[config.mk]
export PLATFORM = sky130hd
export DESIGN_NAME = gun_hit_detector
export DESIGN_NICKNAME = d
export VERILOG_FILES = /design/src/rtl/dh_pkg.sv /design/src/rtl/gun_debounce.sv /design/src/rtl/gun_hit_detector.sv
export SDC_FILE = /design/constraint.sdc
export NUM_CORES = 1
export LEC_CHECK = 0
export ABC_AREA = 1
export CORE_AREA = 5 5 98 100
export DETAILED_ROUTE_END_ITERATION = 8
export DIE_AREA = 0 0 103 105
export GPL_ROUTABILITY_DRIVEN = 0
export HOLD_SLACK_MARGIN = 0.1
export PLACE_DENSITY = 0.87
export SKIP_LAST_GASP = 1
export SLEW_MARGIN = 20
export SYNTH_ARGS = -nofsm -noshare
export SYNTH_HDL_FRONTEND = slang
export SYNTH_SLANG_ARGS = --single-unit
[constraint.sdc]
create_clock -name clk -period 2.3 [get_ports clk]
set_clock_uncertainty 0.15 [all_clocks]
set_input_delay 0.345 -clock clk [delete_from_list [all_inputs] [get_ports clk]]
set_output_delay 0.345 -clock clk [all_outputs]
set_load 0.03 [all_outputs]
[src/rtl/dh_pkg.sv]
// Shared types and default tuning constants for the light-gun reader and ctl_duck.
package dh_pkg;

    typedef enum logic [2:0] {
        IDLE,
        ARM,
        DARK,
        TARGET,
        VERDICT,
        COOLDOWN
    } gun_state_t;

    localparam int GUN_DEBOUNCE_CYCLES = 65_000;
    localparam int GUN_LIGHT_MIN       = 2048;
    localparam int GUN_DARK_MAX        = 256;
    localparam int GUN_COOLDOWN_FRAMES = 15;
    localparam int GUN_CNT_W           = 20;

endpackage

[src/rtl/gun_debounce.sv]
// Trigger conditioning: 2-FF synchronizer, stability counter, one-cycle pulse per accepted
// low->high change of the stable level.
module gun_debounce
    import dh_pkg::*;
#(
    parameter int DEBOUNCE_CYCLES = GUN_DEBOUNCE_CYCLES
) (
    input  logic clk,
    input  logic rst,
    input  logic trig_i,
    output logic rise_o
);

    localparam int DB_W = $clog2(DEBOUNCE_CYCLES + 1);

    logic            sync1_q;
    logic            sync2_q;
    logic            stable_q;
    logic            rise_q;
    logic [DB_W-1:0] cnt_q;

    // The counter only runs while the synced level disagrees with the stable level,
    // so any glitch back to the stable level restarts the qualification window.
    always_ff @(posedge clk or posedge rst) begin
        if (rst) begin
            sync1_q  <= 1'b0;
            sync2_q  <= 1'b0;
            stable_q <= 1'b0;
            rise_q   <= 1'b0;
            cnt_q    <= '0;
        end else begin
            sync1_q <= trig_i;
            sync2_q <= sync1_q;
            rise_q  <= 1'b0;
            if (sync2_q == stable_q) begin
                cnt_q <= '0;
            end else if (cnt_q == DB_W'(DEBOUNCE_CYCLES - 1)) begin
                stable_q <= sync2_q;
                rise_q   <= sync2_q;
                cnt_q    <= '0;
            end else begin
                cnt_q <= cnt_q + 1'b1;
            end
        end
    end

    assign rise_o = rise_q;

endmodule

[src/rtl/gun_hit_detector.sv]
// Light-gun reader: black frame, then target frame, photodetector counts decide hit/miss.
// Define GUN_DEBUG_CNT_EN to expose the last target-frame light count on dbg_light_cnt.
module gun_hit_detector
    import dh_pkg::*;
#(
    parameter int DEBOUNCE_CYCLES = GUN_DEBOUNCE_CYCLES,
    parameter int LIGHT_MIN       = GUN_LIGHT_MIN,
    parameter int DARK_MAX        = GUN_DARK_MAX,
    parameter int COOLDOWN_FRAMES = GUN_COOLDOWN_FRAMES,
    parameter int CNT_W           = GUN_CNT_W
) (
    input  logic             clk,
    input  logic             rst,
    input  logic             new_frame,
    input  logic             gun_trigger,
    input  logic             gun_photodetector,
    input  logic             duck_show,
    output logic             flash_black,
    output logic             flash_target,
    output logic             shot_fired,
    output logic             duck_hit,
    output logic             duck_miss,
    output logic             busy,
    output logic [CNT_W-1:0] dbg_light_cnt
);

    localparam int COOL_W = (COOLDOWN_FRAMES > 1) ? $clog2(COOLDOWN_FRAMES) : 1;
    localparam logic [CNT_W-1:0]  LIGHT_MIN_C = CNT_W'(LIGHT_MIN);
    localparam logic [CNT_W-1:0]  DARK_MAX_C  = CNT_W'(DARK_MAX);
    localparam logic [COOL_W-1:0] COOL_LAST_C = COOL_W'(COOLDOWN_FRAMES - 1);

    gun_state_t        state_q, state_d;
    logic [CNT_W-1:0]  dark_cnt_q, dark_cnt_d;
    logic [CNT_W-1:0]  light_cnt_q, light_cnt_d;
    logic [COOL_W-1:0] cool_q, cool_d;
    logic              shot_q, shot_d;
    logic              hit_q, hit_d;
    logic              miss_q, miss_d;
    logic              flash_black_q, flash_target_q;
    logic              pd_s1_q, pd_s2_q;
    logic              trig_rise;

    function automatic logic [CNT_W-1:0] sat_inc(input logic [CNT_W-1:0] v, input logic en);
        return (en && (v != '1)) ? v + 1'b1 : v;
    endfunction

    gun_debounce #(
        .DEBOUNCE_CYCLES(DEBOUNCE_CYCLES)
    ) u_debounce (
        .clk   (clk),
        .rst   (rst),
        .trig_i(gun_trigger),
        .rise_o(trig_rise)
    );

    always_comb begin
        state_d     = state_q;
        dark_cnt_d  = dark_cnt_q;
        light_cnt_d = light_cnt_q;
        cool_d      = cool_q;
        shot_d      = 1'b0;
        hit_d       = 1'b0;
        miss_d      = 1'b0;
        unique case (state_q)
            IDLE: begin
                if (trig_rise) begin
                    shot_d = 1'b1;
                    if (duck_show) begin
                        state_d = ARM;
                    end else begin
                        miss_d  = 1'b1;
                        cool_d  = '0;
                        state_d = COOLDOWN;
                    end
                end
            end
            ARM, DARK, TARGET: begin
                if (!duck_show) begin
                    // Duck left the screen mid-measurement: the shot cannot hit.
                    miss_d  = 1'b1;
                    cool_d  = '0;
                    state_d = COOLDOWN;
                end else if (state_q == ARM) begin
                    if (new_frame) begin
                        dark_cnt_d  = '0;
                        light_cnt_d = '0;
                        state_d     = DARK;
                    end
                end else if (state_q == DARK) begin
                    dark_cnt_d = sat_inc(dark_cnt_q, pd_s2_q);
                    if (new_frame) state_d = TARGET;
                end else begin
                    light_cnt_d = sat_inc(light_cnt_q, pd_s2_q);
                    if (new_frame) state_d = VERDICT;
                end
            end
            VERDICT: begin
                if ((dark_cnt_q <= DARK_MAX_C) && (light_cnt_q >= LIGHT_MIN_C)) hit_d = 1'b1;
                else miss_d = 1'b1;
                cool_d  = '0;
                state_d = COOLDOWN;
            end
            COOLDOWN: begin
                if (new_frame) begin
                    if (cool_q == COOL_LAST_C) state_d = IDLE;
                    else cool_d = cool_q + 1'b1;
                end
            end
            default: state_d = IDLE;
        endcase
    end

    always_ff @(posedge clk or posedge rst) begin
        if (rst) begin
            state_q        <= IDLE;
            dark_cnt_q     <= '0;
            light_cnt_q    <= '0;
            cool_q         <= '0;
            shot_q         <= 1'b0;
            hit_q          <= 1'b0;
            miss_q         <= 1'b0;
            flash_black_q  <= 1'b0;
            flash_target_q <= 1'b0;
            pd_s1_q        <= 1'b0;
            pd_s2_q        <= 1'b0;
        end else begin
            state_q        <= state_d;
            dark_cnt_q     <= dark_cnt_d;
            light_cnt_q    <= light_cnt_d;
            cool_q         <= cool_d;
            shot_q         <= shot_d;
            hit_q          <= hit_d;
            miss_q         <= miss_d;
            flash_black_q  <= (state_d == DARK);
            flash_target_q <= (state_d == TARGET);
            pd_s1_q        <= gun_photodetector;
            pd_s2_q        <= pd_s1_q;
        end
    end

`ifdef GUN_DEBUG_CNT_EN
    logic [CNT_W-1:0] dbg_light_q;

    always_ff @(posedge clk or posedge rst) begin
        if (rst) dbg_light_q <= '0;
        else if (state_q == VERDICT) dbg_light_q <= light_cnt_q;
    end

    assign dbg_light_cnt = dbg_light_q;
`else
    assign dbg_light_cnt = '0;
`endif

    assign flash_black  = flash_black_q;
    assign flash_target = flash_target_q;
    assign shot_fired   = shot_q;
    assign duck_hit     = hit_q;
    assign duck_miss    = miss_q;
    assign busy         = (state_q != IDLE);

endmodule

==> results of run 1 <==
cells in the final DEF (no fill, tap or decap), types with 7 or more instances in the layout:
master           synthesis  routed
dfrtp_1                 74      74
nor2_1                  90      90
a21oi_1                 18      18
o21ai_0                 16      16
ha_1                     7       7
clkdlybuf4s50_1          0      10
o21ai_2                 15      15
conb_1                   1      20
nor3_1                  16      16
inv_1                   67      66
nand3_1                 44      44
nand4_1                 12      12
clkbuf_8                 0      10
xor2_1                  10      10
nand2_1                196     196
sequential cells by signal, summed over array words and instances (netlist names), 3 cells and up:
| name | count |
|---|---|
| light_cnt_q | 20 |
| dark_cnt_q | 20 |
| cool_q | 4 |
| state_q | 3 |
| u_debounce.cnt_q | 16 |
cell type report:
class | count | area, um2 | share of cell area
Multi-Input combinational cell | 481 | 2290 | 0.463
Sequential cell | 74 | 1850 | 0.374
Inverter | 70 | 267 | 0.0538
Timing Repair Buffer | 19 | 206 | 0.0417
Clock buffer | 10 | 138 | 0.0278
Tap cell | 108 | 135 | 0.0273
Clock inverter | 6 | 66.3 | 0.0134
worst paths after layout:
path / from / endpoint / cells past startpoint / slack [ps]
min in group asynchronous: rst / pd_s2_q$_DFF_PP0_ / 3 / 250
worst min register to register: pd_s1_q$_DFF_PP0_ / pd_s2_q$_DFF_PP0_ / 0 / 210
max in group asynchronous: rst / state_q[1]$_DFF_PP0_ / 3 / 1480
worst max-delay path: state_q[1]$_DFF_PP0_ / busy / 5 / 190
worst min-delay path: pd_s1_q$_DFF_PP0_ / pd_s2_q$_DFF_PP0_ / 0 / 210
worst max register to register: dark_cnt_q[0]$_DFFE_PP0P_ / dark_cnt_q[12]$_DFFE_PP0P_ / 11 / 200
layer usage:
layer	GRT usage	vias to the layer above
met5	0	-
met4	0.0555	0
met3	0.0453	29
met2	0.318	132
met1	0.265	1898
li1	-	2002
critical path, delay by kind of cell (launching register included):
family | cells | cell delay [ps]
simple gates | 2 | 300
buf+inv | 3 | 530
flops | 1 | 440
report_power, final:
group	total, W	switching (W)	internal (W)
clock network	0.00103	0.000505	0.000530
logic	0.000975	0.000703	0.000271
registers	0.00145	0.0000759	0.00138
through the flow:
stage / cell area (um2) / total power, W / util / hold WS (ps)
CTS: 4960 / 0.00348 / 0.577 / 217
floorplan: 4640 / 0.00223 / - / 181
global placement: 4750 / 0.00239 / 0.553 / 192
global route: 4960 / 0.00367 / 0.577 / 233
finish: 4960 / 0.00346 / 0.577 / 213
detailed placement: 4750 / 0.00244 / 0.553 / 186
timing repair:
action / 4_1_cts / 5_1_grt
gates resized for setup: 1 / 0
endpoints found under the setup margin: 1 / 0
buffers inserted: 0 / 0
cells by family after synthesis:
group | Yosys count
AO/OA/AOI/OAI | 57
XOR/XNOR | 16
adder cells (fa/ha/maj) | 7
buffers and inverters | 100
flip-flops | 74
other | 1
AND/OR/NAND/NOR | 381
==> reports/qor.csv, run 1 <==
metric,value,unit
Core Area,8590,um2
area share of and/or/nand/nor cells after synthesis,0.356,
standard-cell rows,34,
"Net count, final",668,
unrepaired setup endpoints after global routing,false,
total wire length,9.85,mm
number of buffers created by CTS,9,
Critical Path RT,1800,ps
"FFs w/ async S/R, synth",1.00,
fraction of layout instances using a drive strength above 1,0.0939,
TritonCTS clock tree,yes,
Post-route DRC,0,
post-DR wirelength/cell,12.8,um
total inserted antenna cells,0,
number of flip-flops and latches in the synthesized netlist,74,
Total Die Area,10800,um2
"Hold Violations, Final",0,
Skew-Pair Late Insertion Delay,360,ps
synthesized-area fraction occupied by adder cells,0.0192,
Highest Clock Rate,475,MHz
Final setup viols,0,
Worst setup SP type,flip-flop,
number of cells produced by synthesis,636,
post-DR vias/cell,5.29,
Lkg Pwr,2.33,nW
Max Cap Viol,0,
antenna violations before repair,0,
Routed Antenna Nets,0,
placement-stage worst setup slack,217,ps
library cell with the largest summed area after synthesis,dfrtp_1,
endpoint type of the worst setup path,primary output,
highest cell delay on the worst timing path,440,ps
number of slew-limit violations in the final report,0,
most used standard cell by instance count after synthesis,nand2_1,
result of the run,"finished, final reports clean",
post-route non-filler standard cell count,768,
Arrival @ worst endpoint,1610,ps
highest signal layer in the routed design,met4,
global-route wire length before repair,17.5,mm
fraction of synthesized cell area in xor and xnor cells,0.0307,
DRT Pass-1 Iters,8,
total routing usage reported by global routing,0.197,
y dimension of the die,105,um
top fanout value on the critical path,5,
placed cells,752,
total negative slack,0,ps
maximum number of pins on one net before global-route repair,49,
num ports,32,
Filler cells,716,
total standard cell area after synthesis,4570,um2
total met3 wirelength after detailed routing,638,um
Die X,103,um
Synth Area in Compound Gates,0.0800,
clock-pin slew reported for the worst setup and hold paths after clock tree synthesis,80,ps
initial core utilization,0.532,
library cell contributing the largest single delay on the critical path,dfrtp_1,
Post-CTS Hold Fix Bufs,0,
remaining global-route overflow,0,
leading cell types by total area after synthesis,"dfrtp_1 41%, nand2_1 16%, nor2_1 7.4%, inv_1 5.5%, nand3_1 4.8%",
count of different cell masters after synthesis,37,
Setup Crit Path Kind,reg2out,
clock buffer depth,2,
commonest register cell after synthesis,dfrtp_1,
post-layout worst setup margin,193,ps
Port Buffer Count,11,
clk root buf,clkbuf_8,
met1 routed wirelength after detailed routing,4.20,mm
total via count after detailed routing,4061,
Met2 Routed Length,4.82,mm
total power divided by cell area,699,nW/um2
First DRT Iteration DRCs,420,
share of the clock period used by the worst path after layout,0.916,
H-tree lvl count,3,
mux share of post-synthesis cell area,0,
sum of net half-perimeters after detailed placement,7.10,mm
worst ir drop on vdd,0.661,mV
HP Class,reg2reg,
most frequent cells after synthesis,"196 x nand2_1, 90 x nor2_1, 74 x dfrtp_1, 67 x inv_1, 44 x nand3_1",
cells traversed along the worst timing path,"inv_2, nand2_1, nor2_1, inv_1, dlygate4sd2_1",
final critical delay including setup and external delays,2110,ps
via count of the first global-routing pass,3866,
main combinational cell family by area after synthesis,simple AND/OR/NAND/NOR gates,
number of enable flip-flop cells after synthesis,0,
register area share after synthesis,0.405,
average cell area after synthesis,7.18,um2
area share of the largest cell type after synthesis,0.405,
P&R area growth vs syn,8.49,%
number of warning messages in the yosys log,0,
sinks on the clock net,74,
(Power assumes the default switching activity.)
==> run 2: changes to the inputs <==
--- a/config.mk
+++ b/config.mk
@@ -11,7 +11,7 @@
 export DIE_AREA = 0 0 103 105
 export GPL_ROUTABILITY_DRIVEN = 0
 export HOLD_SLACK_MARGIN = 0.1
-export PLACE_DENSITY = 0.87
+export PLACE_DENSITY = 0.76
 export SKIP_LAST_GASP = 1
 export SLEW_MARGIN = 20
 export SYNTH_ARGS = -nofsm -noshare
==> run 2 against run 1 <==
Combinational power shrank 3.0%; clock power is essentially flat; cell area shrank 0.58%; critical endpoint is now light_cnt_q[5]$_DFFE_PP0P_; largest power group unchanged; critical path type is now reg2reg; first-iteration DRC count shrank 45%; worst setup slack gained 43 ps; core utilization shrank 0.33 points; routed wire length shrank 4.9%; sequential share of layout area grew 0.24 points; die area is the same; critical path depth grew 7; hold slack lost 9.3 ps; non-clock buffer count shrank 2.
==> reports/qor.csv, run 2 (synthesis gave the netlist of run 1 again) <==
metric,value,unit,change
Lkg Pwr,2.31,nW,was 2.33 nW
combinational share of power,0.277,,was 0.281
post-route non-filler standard cell count,766,,was 768
share of the clock period used by the worst path after layout,0.897,,was 0.916
Psw,0.00124,W,was 0.00128 W
number of buffers created by CTS,9,,unchanged
DRT Pass-1 Iters,5,,was 8
post-layout worst setup margin,236,ps,was 193 ps
number of slew-limit violations in the final report,0,,unchanged
"Hold Violations, Final",0,,unchanged
placement-stage worst setup slack,189,ps,was 217 ps
Total Die Area,10800,um2,unchanged
standard-cell rows,34,,unchanged
total wire length,9.37,mm,was 9.85 mm
Setup Crit Path Kind,reg2reg,,was reg2out
final critical delay including setup and external delays,2060,ps,was 2110 ps
most frequent cells in the layout,"196 x nand2_1, 90 x nor2_1, 73 x dfrtp_1",,"was 196 x nand2_1, 90 x nor2_1, 74 x dfrtp_1"
Worst setup SP type,flip-flop,,unchanged
clock buffer depth,2,,unchanged
Highest Clock Rate,485,MHz,was 475 MHz
critical path launch point,light_cnt_q[1]$_DFFE_PP0P_,,was state_q[1]$_DFF_PP0_
share of total power in sequential cells,0.428,,was 0.420
top fanout value on the critical path,27,,was 5
P&R area growth vs syn,7.86,%,was 8.49%
post-DR wirelength/cell,12.2,um,was 12.8 um
biggest registers after layout,"dark_cnt_q (20), light_cnt_q (20), u_debounce.cnt_q (16)",,unchanged
remaining global-route overflow,0,,unchanged
fraction of layout instances using a drive strength above 1,0.0897,,was 0.0939
combined area of the multi-input logic cells,2300,um2,was 2290 um2
maximum number of pins on one net before global-route repair,75,,was 49
total power divided by cell area,692,nW/um2,was 699 nW/um2
post-DR vias/cell,5.14,,was 5.29
critical register-to-register path endpoint,light_cnt_q[5]$_DFFE_PP0P_,,was dark_cnt_q[12]$_DFFE_PP0P_
register area,1850,um2,about the same
clock-pin slew reported for the worst setup and hold paths after clock tree synthesis,80,ps,about the same
Post-route DRC,0,,unchanged
sum of net half-perimeters after detailed placement,6.79,mm,was 7.10 mm
total routing usage reported by global routing,0.186,,was 0.197
proportion of power drawn by the clock network,0.295,,was 0.299
switching share of power,0.364,,was 0.371
Port Buffer Count,11,,unchanged
Max Cap Viol,0,,unchanged
result of the run,"finished, final reports clean",,unchanged
Routed Antenna Nets,0,,unchanged
endpoint type of the worst setup path,flip-flop,,was primary output
Arrival @ worst endpoint,2200,ps,was 1610 ps
clk root buf,clkbuf_8,,unchanged
Total Power Consumption,0.00341,W,was 0.00346 W
via count of the first global-routing pass,3779,,"was 3,866"
First DRT Iteration DRCs,233,,was 420
Final setup viols,0,,unchanged
CP Capture Point,light_cnt_q[5]$_DFFE_PP0P_,,was busy
global-route wire length before repair,16.6,mm,was 17.5 mm
Die X,103,um,unchanged
cell internal pwr,0.00217,W,was 0.00218 W
Skew-Pair Late Insertion Delay,350,ps,was 360 ps
"Net count, final",666,,was 668
"leading cell type in the layout, fill and taps excluded",nand2_1,,unchanged
unrepaired setup endpoints after global routing,false,,unchanged
Register-to-Register Path Depth,12,,was 11
initial core utilization,0.532,,unchanged
sinks on the clock net,74,,unchanged
worst ir drop on vdd,0.608,mV,was 0.661 mV
HP Class,reg2reg,,unchanged
hold path start,u_debounce.sync1_q$_DFF_PP0_,,was pd_s1_q$_DFF_PP0_
launching point of the worst reg2reg path,light_cnt_q[1]$_DFFE_PP0P_,,was dark_cnt_q[0]$_DFFE_PP0P_
flop-to-flop setup slack,240,ps,was 200 ps
y dimension of the die,105,um,unchanged
H-tree lvl count,3,,unchanged
total via count after detailed routing,3939,,"was 4,061"
Critical Path RT,2430,ps,was 1800 ps
total inserted antenna cells,0,,unchanged
TritonCTS clock tree,yes,,unchanged
Filler cells,796,,was 716
Core Area,8590,um2,unchanged
antenna violations before repair,0,,unchanged
placed cells,750,,was 752
total negative slack,0,ps,unchanged
num ports,32,,unchanged
==> run 2: worst min path at each step <==
stage / endpoint / slack (ps) / cells after the start
after floorplan: pd_s2_q$_DFF_PP0_ / 180 / 0
after global placement: u_debounce.sync2_q$_DFF_PP0_ / 190 / 0
after detailed placement: u_debounce.sync2_q$_DFF_PP0_ / 190 / 0
after CTS: u_debounce.sync2_q$_DFF_PP0_ / 210 / 0
after global routing: u_debounce.sync2_q$_DFF_PP0_ / 210 / 0
final: u_debounce.sync2_q$_DFF_PP0_ / 200 / 0
==> run 2: critical path, stage by stage, from the launching register on <==
cell,delay [ps]
dfrtp_1,420
ha_1,200
nand2_1,100
nor2_4,140
nand2_1,90
nor2_1,180
nand2_1,70
nand2_1,60
nand2_1,70
nand2_4,160
buf_12,200
nand2_1,90
o21ai_2,60
==> run 2: final cells by class <==
cell class              count  area share
clock buffers              12      0.0295
clock inverters             4      0.0104
inverters                  70      0.0541
multi-input cells         481       0.466
flip-flops and latches     74       0.376
well taps                 108      0.0274
repair buffers             17      0.0363
==> run 2: repair_timing <==
| item | CTS | global route |
|---|---|---|
| hold buffers | 0 | 0 |
| endpoints found under the setup margin | 1 | 12 |
| pin swaps | 0 | 0 |
| gates cloned | 0 | 0 |
| gates resized for setup | 1 | 2 |
| buffers inserted | 0 | 0 |
==> run 2: per-layer routing <==
layer | GRT usage | up-vias | part of all wire
met5 | 0 | - | 0
met3 | 0.0373 | 15 | 0.041
li1 | - | 1997 | -
met2 | 0.300 | 85 | 0.47
met1 | 0.251 | 1842 | 0.47
met4 | 0.0564 | 0 | 0.017
==> run 2: power by group through the flow <==
stage                     Clock [W]  Combinational [W]  Sequential (W)
after floorplan                   0           0.000746         0.00148
after global placement            0           0.000920         0.00147
after detailed placement          0           0.000947         0.00148
after CTS                   0.00104           0.000947         0.00146
after global routing        0.00109            0.00105         0.00147
final                       0.00101           0.000946         0.00146
==> run 2: stage by stage <==
step	instance area (um2)	hold slack (ps)	util
finish	4930	203	0.573
global route	4930	214	0.573
CTS	4920	206	0.573
detailed placement	4730	189	0.550
global placement	4730	187	0.550
floorplan	4640	181	-
==> run 3: changes to the inputs <==
--- a/config.mk
+++ b/config.mk
@@ -12,6 +12,7 @@
 export GPL_ROUTABILITY_DRIVEN = 0
 export HOLD_SLACK_MARGIN = 0.1
 export PLACE_DENSITY = 0.76
+export SETUP_SLACK_MARGIN = 0.15
 export SKIP_LAST_GASP = 1
 export SLEW_MARGIN = 20
 export SYNTH_ARGS = -nofsm -noshare
==> run 3 against run 2 <==
Sequential share of layout area is 0.69 points lower; maximum frequency increased by 0.59%; hold slack is essentially flat; sequential power hardly changed; combinational power up 9%; register-to-register slack is essentially flat; global-route usage is the same; cell count increased by 0.91%; largest power group unchanged; die area did not move.
==> reports/qor.csv, run 3 (synthesis gave the netlist of run 1 again) <==
metric,value,unit,change
result of the run,"finished, final reports clean",,unchanged
library cell contributing the largest single delay on the critical path,dfrtp_1,,unchanged
endpoint type of the worst setup path,flip-flop,,unchanged
number of buffers created by CTS,9,,unchanged
Critical Path RT,2430,ps,about the same
Worst setup SP type,flip-flop,,unchanged
global-route wire length before repair,16.6,mm,unchanged
via count of the first global-routing pass,3779,,unchanged
total power divided by cell area,697,nW/um2,was 692 nW/um2
total negative slack,0,ps,unchanged
post-DR vias/cell,5.13,,was 5.14
H-tree lvl count,3,,unchanged
sinks on the clock net,74,,unchanged
DRT Pass-1 Iters,4,,was 5
Worst path most repeated cell,nand2_1,,unchanged
num ports,32,,unchanged
fraction of layout instances using a drive strength above 1,0.108,,was 0.0897
HP Class,reg2reg,,unchanged
"leading cell type in the layout, fill and taps excluded",nand2_1,,unchanged
Filler cells,791,,was 796
total via count after detailed routing,3968,,"was 3,939"
y dimension of the die,105,um,unchanged
clock buffer depth,2,,unchanged
highest cell delay on the worst timing path,430,ps,was 420 ps
clock-pin slew reported for the worst setup and hold paths after clock tree synthesis,80,ps,about the same
final critical delay including setup and external delays,2050,ps,was 2060 ps
First DRT Iteration DRCs,264,,was 233
Die X,103,um,unchanged
post-DR wirelength/cell,12.6,um,was 12.2 um
antenna violations before repair,0,,unchanged
top fanout value on the critical path,14,,was 27
Total Die Area,10800,um2,unchanged
Port Buffer Count,11,,unchanged
biggest registers after layout,"dark_cnt_q (20), light_cnt_q (20), u_debounce.cnt_q (16)",,unchanged
Post-route DRC,0,,unchanged
total inserted antenna cells,0,,unchanged
Max Cap Viol,0,,unchanged
unrepaired setup endpoints after global routing,false,,unchanged
"Net count, final",673,,was 666
Core Area,8590,um2,unchanged
initial core utilization,0.532,,unchanged
Routed Antenna Nets,0,,unchanged
total wire length,9.75,mm,was 9.37 mm
remaining global-route overflow,0,,unchanged
Skew-Pair Late Insertion Delay,350,ps,about the same
most frequent cells in the layout,"195 x nand2_1, 87 x nor2_1, 72 x dfrtp_1",,"was 196 x nand2_1, 90 x nor2_1, 73 x dfrtp_1"
cells traversed along the worst timing path,"ha_2, nand2_1, nor2_4, nand2_1, nor2_2, nand2_1, nand2_1, nand2_2, nand2_4, buf_12, nand2_1, o21ai_2",,"was ha_1, nand2_1, nor2_4, nand2_1, nor2_1, nand2_1, nand2_1, nand2_1, nand2_4, buf_12, nand2_1, o21ai_2"
number of slew-limit violations in the final report,0,,unchanged
P&R area growth vs syn,9.94,%,was 7.86%
placement-stage worst setup slack,189,ps,unchanged
Lkg Pwr,2.34,nW,was 2.31 nW
worst ir drop on vdd,0.609,mV,was 0.608 mV
Arrival @ worst endpoint,2180,ps,was 2200 ps
maximum number of pins on one net before global-route repair,75,,unchanged
post-layout worst setup margin,248,ps,was 236 ps
Setup Crit Path Kind,reg2reg,,unchanged
share of the clock period used by the worst path after layout,0.892,,was 0.897
TritonCTS clock tree,yes,,unchanged
clk root buf,clkbuf_8,,unchanged
total routing usage reported by global routing,0.186,,unchanged
"Hold Violations, Final",0,,unchanged
sum of net half-perimeters after detailed placement,6.79,mm,unchanged
flop-to-flop setup slack,250,ps,was 240 ps
Final setup viols,0,,unchanged
Highest Clock Rate,487,MHz,was 485 MHz
standard-cell rows,34,,unchanged
==> run 3: area by class of cell <==
| type | instances | area [um2] | share of cell area |
|---|---|---|---|
| Clock buffer | 12 | 145 | 0.0289 |
| Clock inverter | 4 | 51.3 | 0.0102 |
| Inverter | 70 | 267 | 0.0531 |
| Multi-Input combinational cell | 482 | 2320 | 0.463 |
| Sequential cell | 74 | 1850 | 0.369 |
| Tap cell | 108 | 135 | 0.0269 |
| Timing Repair Buffer | 23 | 245 | 0.0488 |
==> run 3: worst paths after layout <==
check                                        startpoint                      endpoint  depth (start not counted)
setup reg to reg             light_cnt_q[1]$_DFFE_PP0P_    light_cnt_q[3]$_DFFE_PP0P_                         12
max in group asynchronous                           rst     dark_cnt_q[0]$_DFFE_PP0P_                          3
setup / recovery             light_cnt_q[1]$_DFFE_PP0P_    light_cnt_q[3]$_DFFE_PP0P_                         12
hold / removal             u_debounce.sync1_q$_DFF_PP0_  u_debounce.sync2_q$_DFF_PP0_                          0
hold reg to reg            u_debounce.sync1_q$_DFF_PP0_  u_debounce.sync2_q$_DFF_PP0_                          0
min in group asynchronous                           rst   light_cnt_q[16]$_DFFE_PP0P_                          3
==> run 3: repair_timing <==
| action | 4_1_cts | 5_1_grt |
|---|---|---|
| setup buffers | 0 | 4 |
| pin swaps | 0 | 4 |
| hold buffers | 0 | 0 |
| resized for setup | 1 | 9 |
| gates cloned | 0 | 3 |
| endpoints found under the setup margin | 1 | 41 |
==> run 3: metrics by stage <==
stage	cells	cell area [um2]	util	total power, W	hold WS, ps
final	773	5020	0.584	0.00350	203
after global routing	773	5020	0.584	0.00371	214
after CTS	766	4920	0.573	0.00344	206
after detailed placement	750	4730	0.550	0.00243	189
after global placement	750	4730	0.550	0.00239	187
after floorplan	655	4640	-	0.00223	181
==> run 3: critical path, delay by kind of cell (launching register included) <==
| kind | cells | cell delay, ps |
|---|---|---|
| compound gates | 1 | 60 |
| fa+ha+maj | 1 | 210 |
| buf+inv | 1 | 160 |
| flops | 1 | 430 |
| simple gates | 9 | 970 |
==> run 3: layer usage <==
metal  track usage  vias to the layer above  share of wire
met5             0                        -              0
li1              -                     2015              -
met4        0.0564                        0         0.0042
met1         0.251                     1869           0.46
met2         0.300                       78           0.49
met3        0.0373                        6          0.049
==> run 3: power breakdown <==
group / leakage (nW) / switching [W] / internal (W)
Sequential: 1.01 / 0.0000808 / 0.00138
Combinational: 1.24 / 0.000732 / 0.000302
Clock: 0.0966 / 0.000472 / 0.000532
